## src/rtl/vga_pkg.sv

```systemverilog
// Shared 640x480 raster timing and RGB565 field layout, used by the scanner and
// by the sprite colour modules that feed it.
package vga_pkg;
   localparam int VGA_H_VIS  = 640;
   localparam int VGA_H_FP   = 16;
   localparam int VGA_H_SYNC = 96;
   localparam int VGA_H_BP   = 48;
   localparam int VGA_H_TOT  = VGA_H_VIS + VGA_H_FP + VGA_H_SYNC + VGA_H_BP;

   localparam int VGA_V_VIS  = 480;
   localparam int VGA_V_FP   = 10;
   localparam int VGA_V_SYNC = 2;
   localparam int VGA_V_BP   = 33;
   localparam int VGA_V_TOT  = VGA_V_VIS + VGA_V_FP + VGA_V_SYNC + VGA_V_BP;

   // Top bit of each RGB565 field; the DAC takes the upper 4 bits of each.
   localparam int RGB_R_HI = 15;
   localparam int RGB_G_HI = 10;
   localparam int RGB_B_HI = 4;

   function automatic logic [11:0] rgb565_to_444(input logic [15:0] c);
      return {c[RGB_R_HI -: 4], c[RGB_G_HI -: 4], c[RGB_B_HI -: 4]};
   endfunction
endpackage

```

## src/rtl/vga_pix_div.sv

```systemverilog
// Pixel-clock divider: pix_tick pulses once every DIV system clocks.
module vga_pix_div #(
   parameter int DIV = 4
) (
   input  logic clk,
   input  logic rst_n,
   output logic pix_tick
);
   localparam logic [3:0] DIV_LAST = 4'(DIV - 1);

   logic [3:0] r_div;
   logic       r_en;

   always_ff @(posedge clk) begin
      if (!rst_n) begin
         r_div <= '0;
         r_en  <= 1'b0;
      end else begin
         r_en  <= 1'b1;
         r_div <= (r_div == DIV_LAST) ? 4'd0 : r_div + 4'd1;
      end
   end

   // r_en keeps the tick quiet in the cycle right after reset, which matters for DIV = 1.
   assign pix_tick = r_en & (r_div == DIV_LAST);
endmodule

```

## src/rtl/vga_scan_ctrl.sv

```systemverilog
// VGA raster scanner: h/v position counters, syncs delayed one pixel, and
// registered RGB444 output sampled from the sprite colour bus.
module vga_scan_ctrl
   import vga_pkg::*;
#(
   parameter int DIV    = 4,
   parameter int H_VIS  = VGA_H_VIS,
   parameter int H_FP   = VGA_H_FP,
   parameter int H_SYNC = VGA_H_SYNC,
   parameter int H_BP   = VGA_H_BP,
   parameter int V_VIS  = VGA_V_VIS,
   parameter int V_FP   = VGA_V_FP,
   parameter int V_SYNC = VGA_V_SYNC,
   parameter int V_BP   = VGA_V_BP
) (
   input  logic        clk,
   input  logic        rst_n,
   input  logic [15:0] color,
   output logic [9:0]  col,
   output logic [8:0]  row,
   output logic        visible,
   output logic        pix_tick,
   output logic        frame_tick,
   output logic [3:0]  r,
   output logic [3:0]  g,
   output logic [3:0]  b,
   output logic        hs,
   output logic        vs
);
   localparam logic [9:0] H_LAST  = 10'(H_VIS + H_FP + H_SYNC + H_BP - 1);
   localparam logic [9:0] V_LAST  = 10'(V_VIS + V_FP + V_SYNC + V_BP - 1);
   localparam logic [9:0] H_VIS_C = 10'(H_VIS);
   localparam logic [9:0] V_VIS_C = 10'(V_VIS);
   localparam logic [9:0] HS_BEG  = 10'(H_VIS + H_FP);
   localparam logic [9:0] HS_END  = 10'(H_VIS + H_FP + H_SYNC - 1);
   localparam logic [9:0] VS_BEG  = 10'(V_VIS + V_FP);
   localparam logic [9:0] VS_END  = 10'(V_VIS + V_FP + V_SYNC - 1);

   logic        w_tick;
   logic        w_h_wrap;
   logic        w_v_wrap;
   logic        w_vis_nxt;
   logic        w_frame;
   logic [9:0]  w_h_nxt;
   logic [9:0]  w_v_nxt;
   logic [11:0] w_rgb;

   logic [9:0]  r_h;
   logic [9:0]  r_v;
   logic        r_first;
   logic [9:0]  r_col;
   logic [8:0]  r_row;
   logic        r_vis;
   logic [3:0]  r_r;
   logic [3:0]  r_g;
   logic [3:0]  r_b;
   logic        r_hs;
   logic        r_vs;

   vga_pix_div #(.DIV(DIV)) u_pix_div (
      .clk      (clk),
      .rst_n    (rst_n),
      .pix_tick (w_tick)
   );

   // r_first makes the first tick after reset present (0,0) instead of stepping past it.
   always_comb begin
      w_h_wrap = (r_h == H_LAST);
      w_v_wrap = (r_v == V_LAST);
      w_h_nxt  = w_h_wrap ? 10'd0 : r_h + 10'd1;
      w_v_nxt  = r_v;
      if (w_h_wrap) begin
         w_v_nxt = w_v_wrap ? 10'd0 : r_v + 10'd1;
      end
      if (r_first) begin
         w_h_nxt = 10'd0;
         w_v_nxt = 10'd0;
      end
      w_vis_nxt = (w_h_nxt < H_VIS_C) && (w_v_nxt < V_VIS_C);
      w_frame   = w_tick && (r_first || (w_h_wrap && w_v_wrap));
   end

   assign w_rgb = rgb565_to_444(color);

   always_ff @(posedge clk) begin
      if (!rst_n) begin
         r_h     <= '0;
         r_v     <= '0;
         r_first <= 1'b1;
         r_col   <= '0;
         r_row   <= '0;
         r_vis   <= 1'b0;
         r_r     <= '0;
         r_g     <= '0;
         r_b     <= '0;
         r_hs    <= 1'b1;
         r_vs    <= 1'b1;
      end else if (w_tick) begin
         r_first <= 1'b0;
         r_h     <= w_h_nxt;
         r_v     <= w_v_nxt;
         r_vis   <= w_vis_nxt;
         r_col   <= w_vis_nxt ? w_h_nxt : 10'd0;
         r_row   <= w_vis_nxt ? w_v_nxt[8:0] : 9'd0;
         // Colour and syncs describe the pixel that was on the bus up to this tick.
         r_r     <= r_vis ? w_rgb[11:8] : 4'd0;
         r_g     <= r_vis ? w_rgb[7:4]  : 4'd0;
         r_b     <= r_vis ? w_rgb[3:0]  : 4'd0;
         r_hs    <= !((r_h >= HS_BEG) && (r_h <= HS_END));
         r_vs    <= !((r_v >= VS_BEG) && (r_v <= VS_END));
      end
   end

   assign col        = r_col;
   assign row        = r_row;
   assign visible    = r_vis;
   assign pix_tick   = w_tick;
   assign frame_tick = w_frame;
   assign r          = r_r;
   assign g          = r_g;
   assign b          = r_b;
   assign hs         = r_hs;
   assign vs         = r_vs;
endmodule

```

## config.mk

```make
export PLATFORM = sky130hd
export DESIGN_NAME = vga_scan_ctrl
export DESIGN_NICKNAME = d
export VERILOG_FILES = /design/src/rtl/vga_pkg.sv /design/src/rtl/vga_pix_div.sv /design/src/rtl/vga_scan_ctrl.sv
export SDC_FILE = /design/constraint.sdc
export NUM_CORES = 1
export LEC_CHECK = 0
export ABC_AREA = 0
export CAP_MARGIN = 25
export CORE_UTILIZATION = 47
export CTS_BUF_LIST = sky130_fd_sc_hd__clkbuf_16
export DETAILED_ROUTE_END_ITERATION = 8
export HOLD_SLACK_MARGIN = 0.06
export MAX_ROUTING_LAYER = met4
export PLACE_DENSITY = 0.76
export SETUP_SLACK_MARGIN = 0.4
export SYNTH_ARGS = -nofsm -noshare
export SYNTH_HDL_FRONTEND = slang
export SYNTH_SLANG_ARGS = --single-unit
```

## constraint.sdc

```tcl
create_clock -name clk -period 2.55 [get_ports clk]
set_input_delay 0.51 -clock clk [delete_from_list [all_inputs] [get_ports clk]]
set_output_delay 0.51 -clock clk [all_outputs]
set_load 0.005 [all_outputs]
```

==> metrics.md <==
| Metric | Value |
|---|---|
| First-pass GRT wire length | `12350 um` |
| Crit-path cells | `ha_4, and3_4, or4b_4, nor3_4, o21ai_2, or4_4, and4_4, a22o_1` |
| DRT iter0 DRCs | `189` |
| Warnings, synthesis | `0` |
| Clk_lat worst skew | `0.33 ns` |
| Max clock buf depth | `2` |
| DP Wirelength | `approximately 4900 um` |
| Reg clk slew, reported paths | `~0.05 ns` |
| # DRC | `0` |
| Worst r2r path cells | `8` |
| Routed vias/inst | `roughly 5.6` |
| Cts hold-fix bufs | `0` |
| Synth area leader | `dfxtp_1` |
| Power per cell area | `555.5 mW/mm^2` |
| Pin count of the biggest net entering global routing | `33` |
| Commonest non-fill, non-tap cell in the layout | `dfxtp_1` |
| Critical Path Fanout Max | `5` |
| WHS Endpoint | `u_pix_div.r_div[0]` |
| Grt ovf | `0` |
| Mapped cell area | `roughly 0.0028 mm^2` |
| Syn Area/Cell | `approximately 8.4 um^2` |
| Hold Crit Start | `u_pix_div.r_div[0]` |
| Fin Hold WS | `approximately 0.44 ns` |
| Setup repair after global routing missed its margin | `true` |
| Worst R2R Start | `r_v[1]` |
| Final GP Congestion | `slightly above 0.9` |
| Fraction of layout cells with a size suffix above 1 | `0.2057` |
| Die area | `0.006317 mm^2` |
| Max Slew Vio Count | `0` |
| Max Clock Skew | `~0.0028 ns` |
| Post-placement cell area | `between 0.003 and 0.004 mm^2` |
| Layout Area Growth over Synthesis | `43.64%` |
| Final Cell Area | `just over 0.004 mm^2` |
| Max transition margin | `0.6881` |
| CP delay by family, top | `simple AND/OR/NAND/NOR gates` |
| RR Endpoint | `col[0]` |
| Syn Inst Count | `between 300 and 400` |
| R2R setup slack | `between 0.06 and 0.07 ns` |
| Final setup viols | `0` |
| Library cells used by synthesis | `51` |
| FF+latch count, synth | `60` |
| Min-Delay Path Depth | `1` |
| Hold Path Class | `flop to flop` |
| CTS root buf | `clkbuf_16` |
| Most frequent cells in the layout | `54 x dfxtp_1, 48 x nand2_1, 48 x clkdlybuf4s50_1` |
| Crit. End Element | `flop` |
| Worst endpoint required time | `around 2.8 ns` |
| Inserted Diodes | `0` |
| Max VDD drop | `between 0.4 and 0.5 mV` |
| Clock tree sinks | `60` |
| Total Wirelength | `7506 um` |
| Sequential share of the synthesized area | `0.4257` |
| Antenna-violating nets left | `0` |
| Critical path's slowest cell | `or4_4` |
| CORE AREA | `about 0.0056 mm^2` |
| WP buf/inv | `0` |
| Die width | `about 79 um` |
| Antenna violations before repair | `0` |
| H-Tree Depth | `3` |
| DRT Pass-1 Iters | `5` |
| Max_cap viols | `0` |
| CTS tree | `built` |
| Final period util | `0.9756` |
| Nets@finish | `437` |
| IO buf count | `about 50` |
| Critical path data arrival time | `roughly 2.7 ns` |
| Initial Utilization | `0.5001` |
| Async set or reset register ratio after synthesis | `0` |
| Number of global-route vias before repair | `~2600` |
| Top post-synthesis cells by area | `dfxtp_1 43%, nand2_1 6.4%, a21boi_0 4.8%` |
| Slowest Stage Delay on Critical Path | `just under 0.6 ns` |
| FMAX | `roughly 400 MHz` |
| Synth Net Count | `358` |
| Kind of critical path | `flop to flop` |
| Average wire per standard cell | `15.32 um` |
| Post-route minimum period | `between 2 and 2.5 ns` |
| GRT Resource Usage Total | `0.2634` |
| Worst slew pin tran | `about 0.47 ns` |
| Die Ht | `slightly below 80 um` |
| Yosys top cell area share | `0.4257` |
| Crit start category | `flop` |
| Synth Flop Type | `dfxtp_1` |
| Via count | `2724` |
| Clock buffer count from CTS | `9` |
| Row count | `27` |
| Post-synth EDFFs | `0` |
| Outcome | `finished clean` |
| Hold Vio Cnt, Final | `0` |
| Io pins | `54` |
| Leakage | `0.001438 uW` |
[synthesized netlist by cell type (8+ instances only)]
cell type,count
a21boi_0,18
a21oi_1,13
clkbuf_1,12
dfxtp_1,60
inv_1,8
nand2_1,48
nand3_1,24
nor2_1,16
nor2b_1,10
o21ai_0,21
xnor2_1,12
[where the power goes]
part           leakage [uW]  internal [uW]  total [uW]  switching (uW)
Clock              0.000150            800        1210             410
Combinational      0.000800           44.0        89.3            45.3
Sequential         0.000488            942         952            9.38
[per-layer routing]
metal | part of all wire | vias to the layer above | track usage
met4 | 0.013 | 0 | 0.09636
met1 | 0.46 | 1285 | 0.3253
li1 | - | 1337 | -
met5 | 0 | - | -
met2 | 0.48 | 91 | 0.4222
met3 | 0.049 | 11 | 0.05600
[flip-flops by register name, summed over array words and instances (netlist names)]
signal           count
r_first              1
b                    4
row                  9
u_pix_div.r_en       1
u_pix_div.r_div      4
hs                   1
vs                   1
visible              1
col                 10
r_h                 10
r                    4
g                    4
r_v                 10
[cell families (layout without fill, tap and decap cells)]
kind of cell,after synthesis,count (layout),synth area share
and+or+nand+nor,147,147,0.2741
muxes,1,1,0.003548
xor gates and xnor gates,16,16,0.04967
buffers and inverters,29,113,0.04523
DFF,60,60,0.4257
AOI/OAI and AO/OA,75,75,0.1752
adders and majority gates,6,6,0.02661
[stage by stage]
stage                     setup TNS [ns]  instances  worst slack, ns  utilization  total power, uW
after detailed placement        -0.02325        469         -0.01263       0.6376             1053
after floorplan                        0        334          0.01467            -             1012
after global routing                   0        490         0.008446       0.7183             2305
final                                  0        490          0.06229       0.7183             2251
after CTS                              0        487          0.06831       0.7015             2258
after global placement                 0        469         0.005100       0.6376             1053
[timing repair]
item / 4_1_cts / 5_1_grt
resized for setup: 13 / 25
gates cloned: 0 / 0
pin swaps: 11 / 7
setup buffers: 2 / 3
setup endpoints to repair: 22 / 27
[area by class of cell]
cell class,instances,area [um^2]
clock inverter,6,51.30
fill,407,1589
clock buffer,10,250.2
multi-input combinational,245,1620
tap,72,90.09
sequential,60,1219
inverter,8,32.53
timing repair buffer,89,789.5
[how the worst max path moves through the flow]
stage	startpoint	endpoint	slack, ns	cells after the start
floorplan	r_h[1]	col[2]	0.01	9
global placement	r_v[1]	col[7]	0.005	8
detailed placement	r_v[1]	col[7]	-0.01	8
CTS	r_v[1]	col[7]	0.07	8
global route	r_v[1]	col[3]	0.008	8
finish	r_v[1]	col[0]	0.06	8
Note: power is estimated with default switching activity, not from simulation.
